$ cat config.mk
export PLATFORM = sky130hd
export DESIGN_NAME = data_mem_bus_interface
export DESIGN_NICKNAME = d
export VERILOG_FILES = /design/src/rtl/data_mem_bus_interface.sv
export SDC_FILE = /design/constraint.sdc
export NUM_CORES = 1
export LEC_CHECK = 0
export CORE_MARGIN = 10
export CORE_UTILIZATION = 43
export DETAILED_ROUTE_END_ITERATION = 10
export GPL_TIMING_DRIVEN = 0
export PLACE_DENSITY = 0.8
export SLEW_MARGIN = 15
export SYNTH_ARGS = -nofsm -noshare
export SYNTH_HDL_FRONTEND = slang
export SYNTH_SLANG_ARGS = --single-unit
$ cat constraint.sdc
create_clock -name clk -period 2 [get_ports clk]
set_clock_uncertainty 0.2 [all_clocks]
set_input_delay 0.3 -clock clk [delete_from_list [all_inputs] [get_ports clk]]
set_output_delay 0.3 -clock clk [all_outputs]
set_load 0.1 [all_outputs]
$ cat src/rtl/data_mem_bus_interface.sv
// MEM-stage load/store bridge onto a word-addressed req/ready data bus with byte strobes.
// Optional REQ abort after TIMEOUT_CYCLES without bus_ready: define DMEM_TIMEOUT_EN.
//
// state | meaning
// IDLE  | evaluate MemRead/MemWrite; misaligned accesses are rejected here
// REQ   | bus_req held with latched command until bus_ready (or timeout)
// DONE  | pipeline released, rdata/bus_err valid for this one cycle
module data_mem_bus_interface #(
  parameter int unsigned TIMEOUT_CYCLES = 255
) (
  input  logic        clk,
  input  logic        rst_n,
  input  logic        MemRead,
  input  logic        MemWrite,
  input  logic [2:0]  DataMemOutOp,
  input  logic [31:0] addr,
  input  logic [31:0] write_data,
  output logic        mem_stall,
  output logic [31:0] rdata,
  output logic        misalign_err,
  output logic        bus_err,
  output logic        bus_req,
  output logic        bus_we,
  output logic [31:0] bus_addr,
  output logic [3:0]  bus_wstrb,
  output logic [31:0] bus_wdata,
  input  logic        bus_ready,
  input  logic [31:0] bus_rdata
);

  typedef enum logic [1:0] {
    ST_IDLE = 2'd0,
    ST_REQ  = 2'd1,
    ST_DONE = 2'd2
  } state_t;

  localparam logic [2:0] OP_LB  = 3'b010;
  localparam logic [2:0] OP_LH  = 3'b011;
  localparam logic [2:0] OP_LBU = 3'b100;
  localparam logic [2:0] OP_LHU = 3'b101;

  if (TIMEOUT_CYCLES == 0 || TIMEOUT_CYCLES > 255) begin : g_bad_timeout
    $error("TIMEOUT_CYCLES must be within 1..255");
  end

  state_t      r_state;
  state_t      w_next;
  logic [29:0] r_word_addr;
  logic [1:0]  r_lane;
  logic        r_we;
  logic        r_narrow;
  logic [3:0]  r_wstrb;
  logic [31:0] r_wdata;
  logic [31:0] r_rdata;

  logic        w_is_byte;
  logic        w_is_half;
  logic        w_is_word;
  logic        w_access;
  logic        w_misalign;
  logic        w_start;
  logic        w_in_req;
  logic        w_complete;
  logic        w_timeout;
  logic [3:0]  w_wstrb;
  logic [31:0] w_wdata;
  logic [31:0] w_rd_shifted;
  logic [31:0] w_rd_aligned;

  assign w_is_byte  = (DataMemOutOp == OP_LB) || (DataMemOutOp == OP_LBU);
  assign w_is_half  = (DataMemOutOp == OP_LH) || (DataMemOutOp == OP_LHU);
  assign w_is_word  = !w_is_byte && !w_is_half;
  assign w_misalign = (w_is_word && (addr[1:0] != 2'b00)) || (w_is_half && addr[0]);
  assign w_access   = MemRead | MemWrite;
  assign w_start    = (r_state == ST_IDLE) && w_access && !w_misalign;
  assign w_in_req   = (r_state == ST_REQ);
  assign w_complete = w_in_req && bus_ready;

  // Loads present no strobes and zero write data on the bus.
  always_comb begin
    w_wstrb = 4'b0000;
    w_wdata = 32'd0;
    if (MemWrite) begin
      if (w_is_byte) begin
        w_wstrb = 4'b0001 << addr[1:0];
        w_wdata = {4{write_data[7:0]}};
      end else if (w_is_half) begin
        w_wstrb = 4'b0011 << addr[1:0];
        w_wdata = {2{write_data[15:0]}};
      end else begin
        w_wstrb = 4'b1111;
        w_wdata = write_data;
      end
    end
  end

  assign w_rd_shifted = bus_rdata >> {r_lane, 3'b000};
  assign w_rd_aligned = r_we ? 32'd0 : (r_narrow ? w_rd_shifted : bus_rdata);

`ifdef DMEM_TIMEOUT_EN
  localparam logic [7:0] TO_LAST = 8'(TIMEOUT_CYCLES - 1);

  logic [7:0] r_to_cnt;
  logic       r_bus_err;

  // Counts REQ cycles already spent; the last allowed cycle may still complete.
  assign w_timeout = w_in_req && !bus_ready && (r_to_cnt == TO_LAST);

  always_ff @(posedge clk or negedge rst_n) begin
    if (!rst_n) begin
      r_to_cnt  <= 8'd0;
      r_bus_err <= 1'b0;
    end else begin
      r_bus_err <= w_timeout;
      if (w_start) begin
        r_to_cnt <= 8'd0;
      end else if (w_in_req) begin
        r_to_cnt <= r_to_cnt + 8'd1;
      end
    end
  end

  assign bus_err = r_bus_err;
`else
  assign w_timeout = 1'b0;
  assign bus_err   = 1'b0;
`endif

  always_comb begin
    w_next = r_state;
    case (r_state)
      ST_IDLE: if (w_start) w_next = ST_REQ;
      ST_REQ:  if (w_complete || w_timeout) w_next = ST_DONE;
      ST_DONE: w_next = ST_IDLE;
      default: w_next = ST_IDLE;
    endcase
  end

  always_ff @(posedge clk or negedge rst_n) begin
    if (!rst_n) begin
      r_state <= ST_IDLE;
    end else begin
      r_state <= w_next;
    end
  end

  always_ff @(posedge clk or negedge rst_n) begin
    if (!rst_n) begin
      r_word_addr <= 30'd0;
      r_lane      <= 2'b00;
      r_we        <= 1'b0;
      r_narrow    <= 1'b0;
      r_wstrb     <= 4'b0000;
      r_wdata     <= 32'd0;
      r_rdata     <= 32'd0;
    end else begin
      if (w_start) begin
        r_word_addr <= addr[31:2];
        r_lane      <= addr[1:0];
        r_we        <= MemWrite;
        r_narrow    <= !w_is_word;
        r_wstrb     <= w_wstrb;
        r_wdata     <= w_wdata;
      end
      // rdata is only non-zero in DONE; it drops back when DONE retires.
      if (w_complete) begin
        r_rdata <= w_rd_aligned;
      end else if (w_timeout || (r_state == ST_DONE)) begin
        r_rdata <= 32'd0;
      end
    end
  end

  assign mem_stall    = w_start | w_in_req;
  assign misalign_err = (r_state == ST_IDLE) && w_access && w_misalign;
  assign rdata        = r_rdata;
  assign bus_req      = w_in_req;
  assign bus_we       = r_we;
  assign bus_addr     = {r_word_addr, 2'b00};
  assign bus_wstrb    = r_wstrb;
  assign bus_wdata    = r_wdata;

endmodule

======== After elaboration in Yosys (flattened, before gate mapping) ========
Index checks and enable logic that the tools add are counted.
storage, ports and cells
  register bits ........................... 104
  bits of input ports ..................... 104
  output and inout bits ................... 105
operators by class
  equal/unequal tests ..................... 8
  shifts and indexed selects .............. 3
  muxes and demuxes ....................... 13
  bitwise gates (word level) .............. 2
  reduce and logical (&&, ||, !) cells .... 18
operators with widths
  cell                   count
  $mux W32               7
  $shr A32 B5 Y32        1
  $mux W4                3
  $logic_and A1 B1 Y1    7
  $eq A3 B2 Y1 const B   2
  $eq A3 B3 Y1 const B   2
  $logic_not A1 Y1       4
  $mux W2                2
  $pmux W2 S2            1
  $reduce_bool A2 Y1     2
  $shl A1 B2 Y4 const A  1
  $shl A2 B2 Y4 const A  1
  $logic_or A1 B1 Y1     3
  $eq A2 B1 Y1 const B   1
  $eq A2 B2 Y1 const B   1
  $logic_not A2 Y1       1
  $ne A2 B1 Y1 const B   1
  $ne A2 B2 Y1 const B   1
  $or A1 B1 Y1           2
  $reduce_and A2 Y1      1

======== Longest topological paths before layout ========
  depth in word-level cells ............... 10
  gate-level depth with buffers ........... 7

======== Least setup slack after synthesis ========
Ideal clock, no wire load.
  path kind ............................... flip-flop to flip-flop
  start point ............................. register r_state[1]
  end point ............................... register r_rdata[24] (netlist: rdata[24])
  library setup time ...................... 69 ps
  arrival ................................. 2966 ps
  required time ........................... 1731 ps
  slack ................................... -1235 ps
  cell stages (with the launch flop) ...... 5
  buffers on the path ..................... 0
  clock period less this slack ............ 3235 ps
  cell sequence ........................... dfrtp_1 -> nor2b_1 -> nand3b_1 -> nor2_1 -> a22o_1
between the ends
  word-level cells in the longest chain between the ends .. 3
  elaborated cells between the ends (all ways) .. 5
  classes of those cells .................. eq/ne (2); mux (1); reduce/logical (2)
RTL lines
  what                                                   RTL line  source
  start: declaration                                     46        state_t r_state;
  start signal: assignment                               143       r_state <= w_next;
  $eq A2 B1 Y1 *                                         76        assign w_in_req = (r_state == ST_REQ);
  via bus_req                                            22        output logic bus_req,
  $logic_and A1 B1 Y1 *                                  77        assign w_complete = w_in_req && bus_ready;
  $mux W32 / $reduce_bool A2 Y1 (equally long branches)  n/a
  end signal: assignment                                 167       r_rdata <= w_rd_aligned;
  end: declaration                                       54        logic [31:0] r_rdata;
Mark *: on every way through the listed nets, which the timed path passes. The rest lies on a longest branch.
A chain may end at the register's enable or synchronous reset.

======== Worst setup path in the final report ========
  start point ............................. register r_state[1]
  end point ............................... output mem_stall
between the ends
  word-level cells in the longest chain between the ends .. 4
  elaborated cells between the ends (all ways) .. 5
  classes of those cells .................. eq/ne (1); bitwise (1); reduce/logical (3)
RTL lines
  what                              RTL line  source
  $logic_not A2 Y1                  75        assign w_start = (r_state == ST_IDLE) && w_access && !w_misalign;
  $logic_and A1 B1 Y1 (2 in a row)  75
  $or A1 B1 Y1 *                    174       assign mem_stall = w_start | w_in_req;
  end: declaration                  18        output logic mem_stall,
Every way passes the cells marked *; elsewhere a longest branch is shown, timed or not.

==> results.md <==
* Commonest non-fill, non-tap cell in the layout: dfrtp_1
* CP cell instances: nor3_4, nor2b_4, buf_12, or2_4, buf_12
* Row count at 39
* Initial Util at 44.29%
* Fin. max-slew vios at 0
* Total Wirelength at ~18000 µm
* Asr flop ratio synth at between 90% and 100%
* IO Port Bufs at between 200 and 250
* Largest net degree at the start of global routing at 66
* Worst-Skew Late Latency at 350 ps
* Synthesized area per cell at about 11 µm²
* Number of global-route vias before repair at approximately 4900
* Worst-Margin Slew at 589.7 ps
* Clock Sinks at 104
* Filler cells at roughly 860
* Post-synth EDFFs at 0
* Area grow syn2layout at 56.55%
* CTS H-tree lvls at 3
* CP Max Fanout at 2
* Max-Cap Viols at 0
* RR Endpoint: r_word_addr[8]$_DFFE_PN0P_
* Critical path data required time at 1500 ps
* Min cycle time layout at 2086 ps
* CP dominant cell by count: buf_12
* CP max stage delay at roughly 430 ps
* RSZ-0062 raised after global routing: true
* Root buf cell: clkbuf_16
* Top FF cell, synth: dfrtp_1
* Hold Path Stages at 2
* Gpl congestion at a little over 0.9
* Gr ovfl total at 0
* Synth unique cells at 35
* Core area at about 0.012 mm²
* Largest cells by area after synthesis: dfrtp_1, mux2_2, mux2i_1
* Worst relative slew slack at about 60%
* Mapped Area at around 0.0051 mm²
* Finished layout cell area at 0.007984 mm²
* CP delay by family, top: simple AND/OR/NAND/NOR gates
* DR pass1 iterations at 5
* Fin worst setup slack at -85.74 ps
* Status: finished, violations left
* DR iter-0 viols at ~280
* Seq cells post-synth at around 100
* Clock-pin slew on the worst setup and hold paths at 70 ps
* Violated checks: negative setup slack
* Buf/Inv on CP at 2
* Hold WC Path Type: in -> reg
* Yosys top cell by area: dfrtp_1
* Full die area at 0.01662 mm²
* CTS buffer count at 9
* Achievable clock frequency at 479.4 MHz
* Final Setup Violations at 2
* CP endpoint kind: output pin
* Hold path endpoint: r_lane[1]$_DFFE_PN0P_
* Worst setup SP type: flop
* First-pass GRT wire length at 27410 µm
* Register area at about 0.0026 mm²
* Dpl hpwl at between 10000 and 15000 µm
* GRT Overall Usage at 21.01%
* Share of post-route cells with drive strength above 1 at around 33%
* Initial antenna violation count at 1
* Synth Warn # at 0
* Hold path startpoint: addr[1]
* Cells after synthesis at around 460
* Die height at around 130 µm
* Final net count at 789
* Placed cell area at roughly 0.0074 mm²
* Period utilisation layout at 104.3%
* Vias per Instance at 5.423
* Reg2Reg Depth at 5
* ANT cells at 0
* CP arrival at 1590 ps
* Most frequent cells in the layout: dfrtp_1, clkdlybuf4s15_2, clkdlybuf4s50_1, mux2_2, nand2_1
* DRC viols at 0
* Reg2Reg Setup Slack at ~70 ps
* Setup CP Type: reg -> out
* R2R Path Start: r_state[1]$_DFFE_PN0P_
* Post-DRT Antenna Nets at 0
* Footprint of the multi-input gates at between 0.002 and 0.0025 mm²
* CTS tree: yes
* Avg WL per Cell at roughly 21 µm
* Chip width at between 100 and 150 µm
* Final Hold Viols at 0
* Share of the synthesized area in the top cell type at between 50% and 60%
* # IOs at between 200 and 250
* Clock buffer depth at 2
* Via count at 4496
* Post-synthesis sequential area ratio at between 50% and 60%
* Slowest CP cell: dfrtp_2
timing repair:
item / in CTS / in global routing
resized for setup: 350 / 23
pin swaps: 4 / 3
hold buffers: 1 / 0
endpoints found under the hold margin: 39 / 0
endpoints found under the setup margin: 166 / 77
buffers inserted: 5 / 5
through the flow:
| step | utilization, % | setup WS [ps] | std cells | TNS, ps | hold slack, ps |
|---|---|---|---|---|---|
| final | 69.33 | -85.74 | 829 | -132.3 | 58.04 |
| after global routing | 69.33 | -136.2 | 829 | -259.8 | 66.48 |
| after global placement | 63.67 | -3781 | 804 | -391850 | 260.0 |
| after detailed placement | 63.92 | -1619 | 805 | -41790 | 33.44 |
| after floorplan | - | -1.412 | 458 | -11.30 | -195.6 |
| after CTS | 68.50 | -125.3 | 826 | -154.8 | 50.67 |
state kept, by name, summed over array words and instances (netlist names):
| name | cells |
|---|---|
| r_state | 2 |
| bus_wstrb | 4 |
| bus_wdata | 32 |
| r_lane | 2 |
| bus_we | 1 |
| r_narrow | 1 |
| rdata | 32 |
| r_word_addr | 30 |
cell type report:
type	instances	share of cell area [%]
sequential	104	32.63
multi-input combinational	288	28.66
timing repair buffer	214	28.13
clock buffer	14	3.432
buffer	34	2.743
tap	143	2.241
inverter	30	1.410
clock inverter	2	0.7522
cell families (layout without fill, tap and decap cells):
logic type               count (synthesis)  count (layout)  share of synthesized area [%]
flip-flops                             104             104                          51.03
AO/OA/AOI/OAI                          113             113                          16.07
XOR/XNOR                                 2               2                         0.3435
other                                    1               3                        0.07353
AND/OR/NAND/NOR                         76              76                          6.772
multiplexers                            90              90                          18.96
buffers and inverters                   66             294                          5.765
adder cells (fa/ha/maj)                  4               4                         0.9814
synth_stat cells (6+ instances only):
master and n:
nand2b_1 7, clkbuf_1 17, a21oi_1 19, dfrtp_1 104
inv_1 30, o22ai_1 8, o21a_1 9, nand3_1 8
o21ai_0 10, a22oi_1 8, a32o_1 6, a21o_1 9
mux2i_1 37, o211ai_1 8, nand2_1 48, mux2_2 53
a22o_1 20, buf_2 7, o2bb2ai_1 14, buf_4 10
routing by layer:
| metal | share of wire, % | global-route usage (%) |
|---|---|---|
| met1 | 39 | 24.18 |
| met3 | 8.9 | 7.146 |
| met4 | 3.3 | 9.498 |
| met5 | 0.074 | 0 |
| met2 | 49 | 34.83 |
worst max-delay path by stage:
stage	from	to	slack [ps]	cells past startpoint
global route	r_state[1]$_DFFE_PN0P_	mem_stall	-140	5
detailed placement	addr[0]	mem_stall	-1620	9
finish	r_state[1]$_DFFE_PN0P_	mem_stall	-90	5
global placement	rst_n	bus_we$_DFFE_PN0P_	-3780	1
CTS	r_state[0]$_DFFE_PN0P_	mem_stall	-130	6
floorplan	r_state[1]$_DFFE_PN0P_	rdata[24]$_DFFE_PN0P_	-1	4
Power is not shown: default switching activity piles up to over one toggle a cycle in this logic, so the estimate is an artifact.
